[src/rtl/hazard_ctrl_pkg.sv]
// Shared types and constants for the hazard controller: mult/div FSM encoding,
// tuse/tnew width, default busy-cycle counts and the register-hazard test.
package hazard_ctrl_pkg;

  localparam int TW              = 2;
  localparam int CNT_W           = 5;
  localparam int MULT_CYCLES_DEF = 5;
  localparam int DIV_CYCLES_DEF  = 10;

  localparam logic [TW-1:0] TUSE_NONE = 2'd3;

  typedef enum logic [1:0] {
    IDLE = 2'd0,
    MULT = 2'd1,
    DIV  = 2'd2
  } md_state_e;

  // Producer result arrives too late for the consumer: stall.
  function automatic logic reg_hazard(input logic [4:0]    src,
                                      input logic [TW-1:0] tuse,
                                      input logic [4:0]    wa,
                                      input logic [TW-1:0] tnew);
    return (src != 5'd0) && (src == wa) && (tuse != TUSE_NONE) && (tnew > tuse);
  endfunction

endpackage

[src/rtl/hazard_ctrl_md_busy_fsm.sv]
// Mult/div busy tracker: counts the fixed latency of one multiply or divide
// and flags busy plus a done pulse in the final busy cycle.
module md_busy_fsm
  import hazard_ctrl_pkg::*;
#(
  parameter int MULT_CYCLES = MULT_CYCLES_DEF,
  parameter int DIV_CYCLES  = DIV_CYCLES_DEF
) (
  input  logic clk,
  input  logic reset,
  input  logic start_i,
  input  logic is_div_i,
  output logic busy_o,
  output logic done_o
);

  md_state_e        state_q, state_d;
  logic [CNT_W-1:0] cnt_q, cnt_d;

  // State and counter registers.
  always_ff @(posedge clk or posedge reset) begin
    if (reset) begin
      state_q <= IDLE;
      cnt_q   <= 5'd0;
    end else begin
      state_q <= state_d;
      cnt_q   <= cnt_d;
    end
  end

  // Next state: a start while busy is ignored, so only IDLE looks at start_i.
  always_comb begin
    state_d = state_q;
    cnt_d   = cnt_q;
    case (state_q)
      IDLE: begin
        if (start_i) begin
          if (is_div_i) begin
            state_d = DIV;
            cnt_d   = CNT_W'(DIV_CYCLES);
          end else begin
            state_d = MULT;
            cnt_d   = CNT_W'(MULT_CYCLES);
          end
        end else begin
          state_d = IDLE;
          cnt_d   = 5'd0;
        end
      end
      MULT, DIV: begin
        if (cnt_q <= 5'd1) begin
          state_d = IDLE;
          cnt_d   = 5'd0;
        end else begin
          cnt_d   = cnt_q - 5'd1;
        end
      end
      default: begin
        state_d = IDLE;
        cnt_d   = 5'd0;
      end
    endcase
  end

  assign busy_o = (state_q != IDLE);
  assign done_o = (state_q != IDLE) && (cnt_q == 5'd1);

endmodule

[src/rtl/hazard_ctrl.sv]
// Pipeline hazard controller: combinational stall from register and mult/div
// hazards, PC/IF-ID/ID-EX controls, and a saturating stall-cycle counter.
module hazard_ctrl
  import hazard_ctrl_pkg::*;
#(
  parameter int MULT_CYCLES = MULT_CYCLES_DEF,
  parameter int DIV_CYCLES  = DIV_CYCLES_DEF
) (
  input  logic          clk,
  input  logic          reset,
  input  logic [4:0]    rs_D,
  input  logic [4:0]    rt_D,
  input  logic [TW-1:0] tuse_rs_D,
  input  logic [TW-1:0] tuse_rt_D,
  input  logic          is_md_D,
  input  logic [4:0]    wa_E,
  input  logic [4:0]    wa_M,
  input  logic [TW-1:0] tnew_E,
  input  logic [TW-1:0] tnew_M,
  input  logic          md_start_i,
  input  logic          md_is_div_i,
  output logic          stall_o,
  output logic          pc_en_o,
  output logic          fd_en_o,
  output logic          de_clr_o,
  output logic          md_busy_o,
  output logic          md_done_o,
  output logic [31:0]   stall_cnt_o
);

  logic        reg_hz_s;
  logic        md_hz_s;
  logic [31:0] stall_cnt_q, stall_cnt_d;

  md_busy_fsm #(
    .MULT_CYCLES (MULT_CYCLES),
    .DIV_CYCLES  (DIV_CYCLES)
  ) u_md_busy_fsm (
    .clk      (clk),
    .reset    (reset),
    .start_i  (md_start_i),
    .is_div_i (md_is_div_i),
    .busy_o   (md_busy_o),
    .done_o   (md_done_o)
  );

  assign reg_hz_s = reg_hazard(rs_D, tuse_rs_D, wa_E, tnew_E) ||
                    reg_hazard(rs_D, tuse_rs_D, wa_M, tnew_M) ||
                    reg_hazard(rt_D, tuse_rt_D, wa_E, tnew_E) ||
                    reg_hazard(rt_D, tuse_rt_D, wa_M, tnew_M);

  assign md_hz_s  = is_md_D && (md_start_i || md_busy_o);

  assign stall_o  = reg_hz_s || md_hz_s;
  assign pc_en_o  = !stall_o;
  assign fd_en_o  = !stall_o;
  assign de_clr_o = stall_o;

  // Stall counter next value, saturating at all-ones.
  always_comb begin
    stall_cnt_d = stall_cnt_q;
    if (stall_o && (stall_cnt_q != 32'hFFFF_FFFF)) begin
      stall_cnt_d = stall_cnt_q + 32'd1;
    end else begin
      stall_cnt_d = stall_cnt_q;
    end
  end

  // Stall counter register.
  always_ff @(posedge clk or posedge reset) begin
    if (reset) begin
      stall_cnt_q <= 32'd0;
    end else begin
      stall_cnt_q <= stall_cnt_d;
    end
  end

  assign stall_cnt_o = stall_cnt_q;

endmodule

[config.mk]
export PLATFORM = sky130hd
export DESIGN_NAME = hazard_ctrl
export DESIGN_NICKNAME = d
export VERILOG_FILES = /design/src/rtl/hazard_ctrl_pkg.sv /design/src/rtl/hazard_ctrl_md_busy_fsm.sv /design/src/rtl/hazard_ctrl.sv
export SDC_FILE = /design/constraint.sdc
export NUM_CORES = 1
export LEC_CHECK = 0
export BUFFER_PORTS_ARGS = -buffer_cell sky130_fd_sc_hd__buf_2
export CORE_MARGIN = 3
export CORE_UTILIZATION = 53
export CTS_CLUSTER_DIAMETER = 50
export DETAILED_ROUTE_END_ITERATION = 12
export PLACE_DENSITY_LB_ADDON = 0.1
export SETUP_SLACK_MARGIN = 0.5
export SLEW_MARGIN = 0
export SYNTH_ARGS = -nofsm -noshare
export SYNTH_HDL_FRONTEND = slang
export SYNTH_SLANG_ARGS = --single-unit
export TNS_END_PERCENT = 50
[constraint.sdc]
create_clock -name clk -period 2.6 [get_ports clk]
set_input_delay 0.13 -clock clk [delete_from_list [all_inputs] [get_ports clk]]
set_output_delay 0.13 -clock clk [all_outputs]
set_load 0.1 [all_outputs]
==> results.md <==
* Highest clock rate at between 400 and 500 MHz
* CP max FO at 7
* Worst slew pin tran at ~0.79 ns
* Peak VDD IR at ~0.95 mV
* CP Class: reg -> reg
* Vias per cell at 5.37
* Final setup margin at ~0.45 ns
* Sequential share of the synthesized area at between 30% and 40%
* Status: complete, no violations
* Syn-to-layout area delta at 42.2%
* Clock power frac at ~15%
* Number of global-route vias before repair at roughly 2200
* Placed Area at approximately 0.0032 mm2
* Layout Cells excl Fill at between 400 and 500
* Drt first pass iters at 4
* Rows at 24
* Pin count of the biggest net entering global routing at 21
* WHS Path Cells at 3
* Worst Hold Class: in -> reg
* P_int at 1.45 mW
* Rel. slew slack at between 40% and 50%
* Sequential Power Share at ~29%
* Antenna-violating nets left at 0
* Max Clock Skew at 0.0121 ns
* Arr. time, crit path at between 2 and 2.5 ns
* Initial Util at between 50 and 60%
* Dominant synthesized flop cell: dfrtp_1
* Clk slew on worst S/H paths at approximately 0.08 ns
* Share of layout cells above drive strength 1 at about half
* Overall routing resource usage at 23.4%
* Diodes inserted at 0
* Power Dens Cells at approximately 860 mW/mm2
* Die Wd at approximately 76 um
* Syn nets at just over 300
* Routed Wire Length at 6.58 mm
* Dpl cells at roughly 400
* Synth unique cells at 39
* Sw Ratio at 53.9%
* Initial antenna violation count at 0
* Drt first-iter violations at 87
* Unrepaired setup endpoints after global routing: yes
* CP required at between 2 and 3 ns
* Cell area after layout at around 0.0037 mm2
* Total power at 3.16 mW
* Switch Pwr at approximately 1.7 mW
* Die Y at around 76 um
* Routability Congestion at approximately 0.83
* CTS tree: yes
* Max-slew violations at 0
* Asr flop ratio synth at 100%
* Post-synthesis register bit count at 39
* Die area at 0.00574 mm2
* Worst Reg-to-Reg Cells at 9
* Via count at 2298
* Layout net count at about 400
* Root Buffer: clkbuf_8
* First-pass GRT wire length at slightly above 10 mm
* Core ar. at approximately 0.0045 mm2
* Clock sink count at 39
* Syn Area/Cell at 10.1 um2
* TritonCTS buffer count at 5
* Yosys warns at 0
* Gr ovfl total at 0
* Place WS at roughly 0.14 ns
* P_leak at 1.63 nW
* Post-Syn Instances at ~260
* DRC Markers at 0
* Post-DR wirelength/cell at approximately 15 um
* PortBufs at 70
* Skew-Pair Late Insertion Delay at roughly 0.30 ns
* Clock Tree Buf Depth at 2
* Critical Path End Type: flip-flop
* Detailed placement HPWL at around 4.5 mm
* Power share of the combinational group at 55.9%
* Cell area after synthesis at approximately 0.0026 mm2
* Final Hold Vio Count at 0
* Post-synth EDFFs at 0
* Crit path time final at around 2.1 ns
* Startpoint Class: flip-flop
* Number of top-level pins at 71
* # setup viols final at 0
* Final Cycle Share at ~83%
* Max-cap violations at 0
* H-tree Lvls at 2
[Yosys cell counts (3+ instances only)]
cell	instances	area share [%]
nor2_1	13	1.9
o21ai_0	4	0.78
nand3_1	19	3.7
nor3_1	13	2.5
and3_1	5	1.2
dfrtp_1	39	38
xor2_1	37	13
xnor2_1	17	5.8
nand4_1	8	1.9
inv_1	15	2.2
ha_1	13	6.3
o21a_1	4	1.2
nor4_2	15	7.3
buf_6	3	1.3
buf_4	3	0.87
nand2_1	16	2.3
or4_1	3	0.87
[layer usage]
layer  vias to the layer above  track usage (%)  share of wire (%)
li1                       1111                -                  -
met1                      1110             29.5                 44
met2                        66             41.2                 51
met3                        11             3.30                4.3
met4                         0             7.38                1.2
met5                         -                0                  0
[placed cells by master, fill, tap and decap left out, types with 2 or more instances in the layout]
cell type,Yosys,final
and3_1,5,3
nor3_1,13,7
o21a_1,4,4
o21ai_0,4,3
dfrtp_4,0,13
and3_4,0,2
xnor2_1,17,17
o221ai_1,2,2
clkinvlp_4,0,3
nand2_1,16,15
nand3_1,19,17
a21oi_1,2,2
nor2_4,1,2
or4_1,3,2
nor3_2,1,3
nor2b_1,2,2
nor4_2,15,9
dfrtp_1,39,12
inv_1,15,13
nand4_1,8,8
dfrtp_2,0,14
buf_6,3,2
clkbuf_8,0,7
buf_4,3,33
ha_1,13,12
nor4_4,0,6
nor3_4,0,4
buf_12,0,4
buf_2,2,66
nor2_1,13,11
xor2_1,37,37
mux2i_1,2,2
a2111oi_2,1,2
nor4_1,2,2
[cell type report]
cell class	instances	area, um2
Clock buffer	7	96.3
Tap cell	65	81.3
Fill cell	271	863
Sequential cell	39	1040
Timing Repair Buffer	107	718
Multi-Input combinational cell	194	1660
Inverter	15	63.8
Clock inverter	1	7.51
[metrics by stage]
| step | hold WS (ns) | util (%) | setup TNS, ns |
|---|---|---|---|
| 2_1_floorplan | 0.327 | - | -0.141 |
| 3_3_place_gp | 0.297 | 71.4 | 0 |
| 3_5_place_dp | 0.306 | 71.4 | 0 |
| 4_1_cts | 0.189 | 78.0 | 0 |
| 5_1_grt | 0.222 | 81.0 | 0 |
| 6_report | 0.174 | 81.0 | 0 |
[power groups by stage]
| stage | Combinational (mW) | Clock [mW] | Sequential [mW] |
|---|---|---|---|
| final | 1.76 | 0.469 | 0.922 |
| after detailed placement | 1.68 | 0 | 0.935 |
| after global placement | 1.66 | 0 | 0.930 |
| after CTS | 1.75 | 0.473 | 0.920 |
| after global routing | 1.87 | 0.498 | 0.943 |
| after floorplan | 0.794 | 0 | 1.53 |
[flip-flops by register name, indices dropped and copies added (netlist names)]
register,flops
u_md_busy_fsm.cnt_q,5
stall_cnt_o,32
u_md_busy_fsm.state_q,2
[worst max-delay path, stage by stage (launching register included)]
cell and delay, ns:
dfrtp_4 0.42, and4_4 0.21, nand4_1 0.12, or3_4 0.36
or2_4 0.27, nor2_4 0.18, buf_6 0.14, buf_16 0.14
nor4_4 0.04, xor2_1 0.14
[cell families (layout without fill, tap and decap cells)]
logic type               Yosys count  in the layout  share of synthesized area, %
buffers and inverters             24            130                          4.90
AND/OR/NAND/NOR                  108            109                          26.9
XOR/XNOR                          54             54                          18.3
flip-flops                        39             39                          37.8
AO/OA/AOI/OAI                     15             15                          4.56
multiplexers                       3              3                          1.21
adder cells (fa/ha/maj)           13             13                          6.30
[path summary, 6_finish.rpt]
path                                       from                       end  slack [ns]
worst max-delay path            stall_cnt_o[11]           stall_cnt_o[20]        0.45
worst min-delay path                md_is_div_i  u_md_busy_fsm.state_q[1]        0.17
worst max register to register  stall_cnt_o[11]           stall_cnt_o[20]        0.45
worst min register to register   stall_cnt_o[8]            stall_cnt_o[8]        0.48
max in group asynchronous                 reset           stall_cnt_o[13]        1.28
min in group asynchronous                 reset  u_md_busy_fsm.state_q[0]        0.51
[what timing repair did]
action	4_1_cts	5_1_grt
buffers inserted	13	11
setup endpoints to repair	33	36
gates cloned	2	0
endpoints found under the hold margin	18	0
hold buffers	1	0
pin swaps	7	15
gates resized for setup	13	10
(Power assumes the default switching activity.)
